**config.mk**
```make
export PLATFORM = sky130hd
export DESIGN_NAME = viterbi_frame_ctrl_flat
export DESIGN_NICKNAME = d
export VERILOG_FILES = /design/src/rtl/viterbi_pkg.sv /design/src/rtl/viterbi_frame_ctrl_if.sv /design/src/rtl/viterbi_sym_buffer.sv /design/src/rtl/viterbi_frame_ctrl.sv /design/src/flat_wrapper.sv
export SDC_FILE = /design/constraint.sdc
export NUM_CORES = 1
export LEC_CHECK = 0
export ABC_AREA = 1
export CORE_ASPECT_RATIO = 1.5
export CORE_UTILIZATION = 61
export CTS_CLUSTER_DIAMETER = 100
export DETAILED_ROUTE_END_ITERATION = 6
export PLACE_DENSITY = 0.76
export SETUP_SLACK_MARGIN = 0.3
export SYNTH_ARGS = -nofsm -noshare
export SYNTH_HDL_FRONTEND = slang
export SYNTH_HIERARCHICAL = 1
export SYNTH_SLANG_ARGS = --single-unit
```
**constraint.sdc**
```tcl
create_clock -name clk -period 3.1 [get_ports clk]
set_input_delay 0.775 -clock clk [delete_from_list [all_inputs] [get_ports clk]]
set_output_delay 0.775 -clock clk [all_outputs]
set_load 0.05 [all_outputs]
```
**src/rtl/viterbi_pkg.sv**
```systemverilog
// Shared constants and FSM encoding for the Viterbi frame sequencer.
// Rate-1/2, K=3 code: two encoded bits per symbol, K-1 termination symbols.
package viterbi_pkg;

    localparam int SYM_W        = 2;
    localparam int CONSTRAINT_K = 3;
    localparam int TAIL_LEN_DEF = CONSTRAINT_K - 1;

    localparam logic [SYM_W-1:0] FLUSH_SYM = 2'b00;

    typedef enum logic [2:0] {
        ST_LOAD,
        ST_PREP,
        ST_RUN,
        ST_FLUSH,
        ST_DONE
    } state_t;

endpackage

```
**src/rtl/viterbi_frame_ctrl_if.sv**
```systemverilog
// Symbol input stream and decoded-bit output stream of the frame sequencer.
// master = stream source / bit sink side, slave = the sequencer itself.
interface viterbi_frame_ctrl_if;
    import viterbi_pkg::*;

    logic [SYM_W-1:0] s_symbol;
    logic             s_valid;
    logic             s_last;
    logic             s_ready;
    logic             m_bit;
    logic             m_valid;
    logic             m_last;

    modport master (
        output s_symbol, s_valid, s_last,
        input  s_ready,
        input  m_bit, m_valid, m_last
    );

    modport slave (
        input  s_symbol, s_valid, s_last,
        output s_ready,
        output m_bit, m_valid, m_last
    );

endinterface

```
**src/rtl/viterbi_sym_buffer.sv**
```systemverilog
// Single-port frame buffer: counted writes during load, registered read during burst.
// The read register doubles as the decoder input register and reads FLUSH_SYM when idle.
module viterbi_sym_buffer
    import viterbi_pkg::*;
#(
    parameter int DEPTH  = 32,
    parameter int CNT_W  = $clog2(DEPTH + 1),
    parameter int ADDR_W = (DEPTH > 1) ? $clog2(DEPTH) : 1
) (
    input  logic              clk,
    input  logic              reset,
    input  logic              wr_en,
    input  logic [SYM_W-1:0]  wr_data,
    input  logic              cnt_clr,
    input  logic              rd_en,
    input  logic [ADDR_W-1:0] rd_addr,
    output logic [CNT_W-1:0]  wcnt,
    output logic [SYM_W-1:0]  rd_data
);

    logic [SYM_W-1:0]  mem_reg [DEPTH];
    logic [ADDR_W-1:0] addr;
    logic [CNT_W-1:0]  wcnt_reg;
    logic [SYM_W-1:0]  rd_data_reg;

    // One shared address port: writes and reads never overlap in time.
    assign addr = wr_en ? wcnt_reg[ADDR_W-1:0] : rd_addr;

    always_ff @(posedge clk) begin
        if (wr_en) begin
            mem_reg[addr] <= wr_data;
        end
    end

    always_ff @(posedge clk) begin
        if (reset) begin
            rd_data_reg <= '0;
        end else if (rd_en) begin
            rd_data_reg <= mem_reg[addr];
        end else begin
            rd_data_reg <= FLUSH_SYM;
        end
    end

    always_ff @(posedge clk) begin
        if (reset || cnt_clr) begin
            wcnt_reg <= '0;
        end else if (wr_en) begin
            wcnt_reg <= wcnt_reg + 1'b1;
        end
    end

    assign wcnt    = wcnt_reg;
    assign rd_data = rd_data_reg;

endmodule

```
**src/rtl/viterbi_frame_ctrl.sv**
```systemverilog
// Frame sequencer for a free-running rate-1/2 Viterbi decoder: buffers a frame,
// bursts it through the decoder with flush symbols, and emits aligned info bits.
module viterbi_frame_ctrl
    import viterbi_pkg::*;
#(
    parameter int FRAME_LEN   = 32,
    parameter int TAIL_LEN    = TAIL_LEN_DEF,
    parameter int DEC_LATENCY = 1
) (
    input  logic                 clk,
    input  logic                 reset,
    viterbi_frame_ctrl_if.slave  strm,
    output logic [SYM_W-1:0]     dec_encoded_signal,
    output logic                 dec_reset,
    input  logic                 dec_decoded_signal,
    output logic                 busy,
    output logic                 frame_err
);

    localparam int CNT_W  = $clog2(FRAME_LEN + 1);
    localparam int ADDR_W = (FRAME_LEN > 1) ? $clog2(FRAME_LEN) : 1;
    localparam int PTR_W  = $clog2(FRAME_LEN + DEC_LATENCY + 2);

    state_t            state_reg, state_next;
    logic [PTR_W-1:0]  rptr_reg, rptr_next;
    logic              s_ready_reg, s_ready_next;
    logic              busy_reg, busy_next;
    logic              dec_reset_reg, dec_reset_next;
    logic              frame_err_reg, frame_err_next;
    logic              m_bit_reg, m_bit_next;
    logic              m_valid_reg, m_valid_next;
    logic              m_last_reg, m_last_next;

    logic              accept;
    logic              frame_end;
    logic              too_short;
    logic              cnt_clr;
    logic              rd_en;
    logic              sample;
    logic [CNT_W-1:0]  wcnt;
    logic [PTR_W-1:0]  n_ext;
    logic [PTR_W-1:0]  hi_ptr;
    logic [SYM_W-1:0]  rd_data;

    viterbi_sym_buffer #(
        .DEPTH  (FRAME_LEN),
        .CNT_W  (CNT_W),
        .ADDR_W (ADDR_W)
    ) u_buf (
        .clk     (clk),
        .reset   (reset),
        .wr_en   (accept),
        .wr_data (strm.s_symbol),
        .cnt_clr (cnt_clr),
        .rd_en   (rd_en),
        .rd_addr (rptr_reg[ADDR_W-1:0]),
        .wcnt    (wcnt),
        .rd_data (rd_data)
    );

    assign accept    = (state_reg == ST_LOAD) && strm.s_valid && s_ready_reg;
    assign frame_end = accept && (strm.s_last || (wcnt == CNT_W'(FRAME_LEN - 1)));
    assign too_short = (wcnt < CNT_W'(TAIL_LEN));
    assign n_ext     = PTR_W'(wcnt);
    // rptr runs one ahead of the RUN index, so symbol j's bit arrives when rptr == j+1+DEC_LATENCY.
    assign hi_ptr    = n_ext - PTR_W'(TAIL_LEN) + PTR_W'(DEC_LATENCY);
    assign sample    = ((state_reg == ST_RUN) || (state_reg == ST_FLUSH))
                       && (rptr_reg > PTR_W'(DEC_LATENCY)) && (rptr_reg <= hi_ptr);

    always_comb begin
        state_next     = state_reg;
        cnt_clr        = 1'b0;
        frame_err_next = 1'b0;
        case (state_reg)
            ST_LOAD: begin
                if (frame_end) begin
                    frame_err_next = too_short || !strm.s_last;
                    if (too_short) begin
                        cnt_clr = 1'b1;
                    end else begin
                        state_next = ST_PREP;
                    end
                end
            end
            ST_PREP:  state_next = ST_RUN;
            ST_RUN: begin
                if (rptr_reg == n_ext) begin
                    state_next = ST_FLUSH;
                end
            end
            ST_FLUSH: begin
                if (rptr_reg == n_ext + PTR_W'(DEC_LATENCY)) begin
                    state_next = ST_DONE;
                end
            end
            ST_DONE: begin
                state_next = ST_LOAD;
                cnt_clr    = 1'b1;
            end
            default:  state_next = ST_LOAD;
        endcase

        rptr_next      = ((state_reg == ST_LOAD) || (state_reg == ST_DONE)) ? '0 : rptr_reg + 1'b1;
        // Control outputs are registered from the next state so they line up with it.
        s_ready_next   = (state_next == ST_LOAD);
        busy_next      = (state_next != ST_LOAD);
        dec_reset_next = !((state_next == ST_RUN) || (state_next == ST_FLUSH));
        rd_en          = (state_next == ST_RUN);
        m_valid_next   = sample;
        m_bit_next     = sample && dec_decoded_signal;
        m_last_next    = sample && (rptr_reg == hi_ptr);
    end

    always_ff @(posedge clk) begin
        if (reset) begin
            state_reg     <= ST_LOAD;
            rptr_reg      <= '0;
            s_ready_reg   <= 1'b1;
            busy_reg      <= 1'b0;
            dec_reset_reg <= 1'b1;
            frame_err_reg <= 1'b0;
            m_bit_reg     <= 1'b0;
            m_valid_reg   <= 1'b0;
            m_last_reg    <= 1'b0;
        end else begin
            state_reg     <= state_next;
            rptr_reg      <= rptr_next;
            s_ready_reg   <= s_ready_next;
            busy_reg      <= busy_next;
            dec_reset_reg <= dec_reset_next;
            frame_err_reg <= frame_err_next;
            m_bit_reg     <= m_bit_next;
            m_valid_reg   <= m_valid_next;
            m_last_reg    <= m_last_next;
        end
    end

    assign strm.s_ready       = s_ready_reg;
    assign strm.m_bit         = m_bit_reg;
    assign strm.m_valid       = m_valid_reg;
    assign strm.m_last        = m_last_reg;
    assign dec_encoded_signal = rd_data;
    assign dec_reset          = dec_reset_reg;
    assign busy               = busy_reg;
    assign frame_err          = frame_err_reg;

endmodule

```
**src/flat_wrapper.sv**
```systemverilog
// flat-port wrapper written by rule: the top's interface ports become plain ports
module viterbi_frame_ctrl_flat import viterbi_pkg::*;
#(
    parameter int FRAME_LEN   = 32,
    parameter int TAIL_LEN    = TAIL_LEN_DEF,
    parameter int DEC_LATENCY = 1
)
  (clk, reset, dec_encoded_signal, dec_reset, dec_decoded_signal, busy, frame_err, strm_s_symbol, strm_s_valid, strm_s_last, strm_s_ready, strm_m_bit, strm_m_valid, strm_m_last);
  viterbi_frame_ctrl_if strm_i ();
  input  logic clk;
  input  logic reset;
  output logic [SYM_W-1:0] dec_encoded_signal;
  output logic dec_reset;
  input  logic dec_decoded_signal;
  output logic busy;
  output logic frame_err;
  input wire logic [$bits(strm_i.s_symbol)-1:0] strm_s_symbol;
  input wire logic [$bits(strm_i.s_valid)-1:0] strm_s_valid;
  input wire logic [$bits(strm_i.s_last)-1:0] strm_s_last;
  output wire logic [$bits(strm_i.s_ready)-1:0] strm_s_ready;
  output wire logic [$bits(strm_i.m_bit)-1:0] strm_m_bit;
  output wire logic [$bits(strm_i.m_valid)-1:0] strm_m_valid;
  output wire logic [$bits(strm_i.m_last)-1:0] strm_m_last;
  assign strm_i.s_symbol = strm_s_symbol;
  assign strm_i.s_valid = strm_s_valid;
  assign strm_i.s_last = strm_s_last;
  assign strm_s_ready = strm_i.s_ready;
  assign strm_m_bit = strm_i.m_bit;
  assign strm_m_valid = strm_i.m_valid;
  assign strm_m_last = strm_i.m_last;
  viterbi_frame_ctrl #(.FRAME_LEN(FRAME_LEN), .TAIL_LEN(TAIL_LEN), .DEC_LATENCY(DEC_LATENCY)) u_core (.clk(clk), .reset(reset), .strm(strm_i), .dec_encoded_signal(dec_encoded_signal), .dec_reset(dec_reset), .dec_decoded_signal(dec_decoded_signal), .busy(busy), .frame_err(frame_err));
endmodule
```
==> Yosys cells after proc, flatten, opt, wreduce, memory -nomap -nowiden <==
Memory sizes are Yosys's and may differ from the RTL's. A register that Yosys moved wholly into a read port is not among the register bits.
Cells that the tools add are included.
{ "op_classes": {"n_mux": 11, "bitwise_logic": 3, "n_lt_le_gt_ge": 3, "add_sub_neg": 4, "n_reduce_logical": 21, "eq_ne": 10} }
{ "ops": {"columns": ["operator", "n"], "rows": [
  ["$add 6x1->6 const B", 3],
  ["$eq 6x6->1", 3],
  ["$eq 3x2->1 const B", 4],
  ["$mux 3", 4],
  ["$pmux 3 s4", 1],
  ["$logic_and 1x1->1", 7],
  ["$eq 6x5->1 const B", 1],
  ["$gt 6x1->1 const B", 1],
  ["$le 6x6->1", 1],
  ["$logic_not 3->1", 2],
  ["$logic_or 1x1->1", 6],
  ["$lt 6x2->1 const B", 1],
  ["$sub 6x2->6 const B", 1],
  ["$mux 5", 1],
  ["$mux 1", 4],
  ["$reduce_or 2->1", 2],
  ["$eq 3x1->1 const B", 1],
  ["$eq 3x3->1 const B", 1],
  ["$not 1->1", 3],
  ["$reduce_bool 3->1", 1],
  ["$reduce_or 3->1", 1],
  ["$logic_not 1->1", 2],
  ["$pmux 1 s2", 1]
]} }
{ "totals": {"out_inout_bits": 9, "memories": 1, "in_bits": 7, "ramBits": 64, "regBits": 22} }
{ "mem_list": {"columns": ["memory", "words", "word_bits", "rd", "rd_ports_with_merged_regs", "write_ports", "line_no", "text"], "rows": [
  ["u_core.u_buf.mem_reg", 32, 2, 1, 1, 1, "viterbi_sym_buffer.sv:21", "logic [SYM_W-1:0] mem_reg [DEPTH];"]
]} }

==> Longest topological paths before layout <==
{ "depth": {"ltp_word": 9, "mapped_depth": 15, "depth_no_buf": 14} }

==> Hierarchy <==
The synthesis kept the hierarchy.
{ "by_module_without_submodules": {"columns": ["mod", "cells_per_inst", "area_per_inst_um2", "instances"], "rows": [
  ["viterbi_sym_buffer", 356, 3298.2, 1],
  ["viterbi_frame_ctrl", 160, 1108.6, 1]
]} }

==> Worst setup path before layout <==
No wires, ideal clock.
{ "synth_path": {"kind": "in2reg", "startpoint": "in strm_s_valid", "endpoint": "mem u_core.u_buf.mem_reg[0][0] (enable)", "t_required_ns": 2.790, "t_arrival_ns": 2.148, "setup_slack_ns": 0.642, "path_stages": 9, "setup_time_ns": 0.310, "n_path_buf": 1, "cell_sequence": "nand2_1 -> nor3_2 -> inv_2 -> nand2_2 -> nand2_4 -> inv_4 -> buf_4 -> nand3_1 -> nor2_1"} }
{ "synth_between": {"elab_chain_len": 4} }
{ "synth_rtl": {"columns": ["element", "line_no", "text"], "rows": [
  ["from (decl)", "flat_wrapper.sv:18", "input wire logic [$bits(strm_i.s_valid)-1:0] strm_s_valid;"],
  ["$logic_and 1x1->1 (*) (2 in a row)", "viterbi_frame_ctrl.sv:61", "assign accept = (state_reg == ST_LOAD) && strm.s_valid && s_ready_reg;"],
  ["via u_core.accept", "viterbi_frame_ctrl.sv:34", "logic accept;"],
  ["$mux 1", "viterbi_sym_buffer.sv:30", "if (wr_en) begin"],
  ["$mux 1 (not written as such)", "viterbi_sym_buffer.sv:31", "mem_reg[addr] <= wr_data;"],
  ["to (decl)", "viterbi_sym_buffer.sv:21", null]
]} }
Mark *: on every way through the listed nets, which the timed path passes. The rest lies on a longest branch.

==> Worst setup path after layout <==
{ "layout_path": {"startpoint": "in strm_s_valid", "endpoint": "mem u_core.u_buf.mem_reg[12][1] (enable)"} }
Same word-level chain as after synthesis.

==> impl_metrics.tcl <==
set metrics [dict create \
    outcome "completed" \
    commonest_non_fill_non_tap_cell_in_the_layout "sky130_fd_sc_hd__nand2_1" \
    design.final.nets 558 \
    timing.slew.headroom_pct 66.4 \
    grt_start_max_net_pins 33 \
    syn-mean-instance-area_um2 8.54 \
    synthesis.yosys.warnings 6 \
    postCtsResizedCells 0 \
    cp_data_arrival_time_ps 2600 \
    fin_worst_skew_ps 8.04 \
    crit_required_ps 3160 \
    report.final.slew_viol_count 0 \
    layout_utilization_pct 69.6 \
    setup_viol 0 \
    wirelength_mm 9.41 \
    endpoint_kind "flop" \
    avgRoutedWirePerCell_um 15.1 \
    finalCriticalPeriod_ps 2540 \
    hold_slack_ps 551 \
    cts_setup_buffers 0 \
    place.gp.congestion 0.841 \
    rsz0062_at_grt "no" \
    hold_path.startpoint "u_core/u_buf/wcnt[5]" \
    i_o_pin_count 16 \
    cts_hold_repair.buffers 0 \
    dp.final_hpwl_mm 6.52 \
    timing.hold.worst.class "flop to flop" \
    number_of_violations_reported_at_the_end_of_detailed_routing_iteration_0 227 \
    die_area_um2 7580 \
    cts.root.buffer_cell "sky130_fd_sc_hd__clkbuf_8" \
    crit-reg2reg-launch "u_core/u_buf/wcnt[1]" \
    drv_cap 0 \
    cellLeakagePower_uw 0.00201 \
    cts_inserted_buffers 9 \
    place.port_buffers 15 \
    clock_tree_from_tritoncts "yes" \
    startpoint "strm_s_valid" \
    max-clock-path-buffers 2 \
    yosys.area.top_type "sky130_fd_sc_hd__edfxtp_1" \
    core_region_area_um2 6940 \
    ratio_of_final_minimum_period_to_clock_period_pct 81.8 \
    grt_remaining_overflow 0 \
    p_per_area_nw_per_um2 503 \
    synthesis.area_um2 4410 \
    synth_area_leaders "sky130_fd_sc_hd__edfxtp_1 (44%), sky130_fd_sc_hd__nand2_1 (15%), sky130_fd_sc_hd__dfxtp_1 (11%)" \
    synth-edff-count 64 \
    num_rows 37 \
    timing_hold_violations_final 0 \
    n_antenna_cell 0 \
    drc 0 \
    grt_first_pass_wirelength_mm 15.0 \
    fp.dieH_um 106 \
    synth.ff_latch_count 88 \
    worst_skew_pair.late_latency_ps 360 \
    cts_max_level 3 \
    yosysUniqueCellTypes 33 \
    start_kind "input port" \
    synth-main-ff-cell "sky130_fd_sc_hd__edfxtp_1" \
    grt_pass1_vias 3337 \
    initial_core_utilization_pct 63.5 \
    synth_cells 516 \
    postSynth.asyncResetShare_pct 0 \
    grt_antenna_before_repair 0 \
    most-common-layout-cells "sky130_fd_sc_hd__nand2_1 (172), sky130_fd_sc_hd__nor2_1 (65), sky130_fd_sc_hd__edfxtp_1 (64)" \
    post_synth_net_total 535 \
    placed_cells_incl_taps 606 \
    largest_driver_fanout_on_the_critical_path 16 \
    count_of_clock_tree_sinks 88 \
    layout-drive-gt1-share_pct 9.93 \
    dr.pass1.iters 4 \
    timing_worst_setup_path_type "input port to flop" \
    synth_top_area_share_pct 43.6 \
    clkSlewWorstSetupHoldPaths_ps 80 \
    avgViaCountPerCell 5.48 \
    groute.usage.overall_pct 26.7 \
    seq_area_frac_synth_pct 54.5 \
    worst-slew-pin-transition_ps 502 \
    via_count 3406 \
    layoutNonFillerInstCount 622 \
    die_width_um 71.4 \
    postRouteAntennaNets 0 \
    largest_reg_flops 64 \
    fmax_ghz 0.394 \
    area.growth.synth_to_final_pct 9.65 \
    peak_supply_drop_v 0.000315 \
    setup-tns-final_ps 0 \
]
[area by class of cell]
type	count	area (um^2)
sequential	88	2400
fill	557	2110
clock buffer	15	156
timing repair buffer	24	243
tap	78	97.6
inverter	44	168
clock inverter	1	5.00
multi-input combinational	372	1760
[kinds of logic after synthesis]
family	share of synthesized area, %
xor gates and xnor gates	1.19
buffers and inverters	5.54
DFF	54.5
and+or+nand+nor	31.5
AOI/OAI and AO/OA	3.86
adders and majority gates	3.41
[where the power goes]
part           switching, uW  internal [uW]
clock network            370            314
registers               19.4           1290
logic                    295            144
total                    685           1740
[synth_stat cells (all sizes together) (2+ instances only)]
master / instances
xor2: 4
inv: 44
nor3: 8
xnor2: 2
or2: 2
o21ai: 11
edfxtp: 64
nor2: 70
o211ai: 3
dfxtp: 24
ha: 12
nand2: 187
nand3: 51
buf: 12
a21oi: 12
nand4: 4
[metrics by stage]
step / instance area [um^2] / setup WS, ps / power, uW
2_1_floorplan: 4410 / 642 / 1640
6_report: 4830 / 563 / 2430
5_1_grt: 4830 / 432 / 2540
4_1_cts: 4830 / 562 / 2440
3_5_place_dp: 4670 / 188 / 1770
3_3_place_gp: 4670 / 233 / 1760
[path summary, 6_finish.rpt]
check                                 to  slack, ps  depth (start not counted)
max          u_core/u_buf/mem_reg[12][1]        560                         10
min                 u_core/u_buf/wcnt[5]        550                          1
max reg2reg            u_core/strm.m_bit        900                         11
min reg2reg         u_core/u_buf/wcnt[5]        550                          1
[metal layers]
layer  wire [um]  global-route usage [%]  part of all wire, %
met5           0                       0                    0
met4         253                    14.0                  2.7
met3         377                    4.83                  4.0
met2        5100                    49.5                   54
met1        3680                    27.9                   39
[critical path, cell delays in order]
cell	delay (ps)
sky130_fd_sc_hd__clkdlybuf4s50_1	460
sky130_fd_sc_hd__nand2_1	60
sky130_fd_sc_hd__nor3_2	140
sky130_fd_sc_hd__buf_4	220
sky130_fd_sc_hd__inv_2	90
sky130_fd_sc_hd__nand2_2	80
sky130_fd_sc_hd__nand2_4	60
sky130_fd_sc_hd__inv_4	90
sky130_fd_sc_hd__nand3_1	330
sky130_fd_sc_hd__nor2_1	300
(Power assumes the default switching activity.)
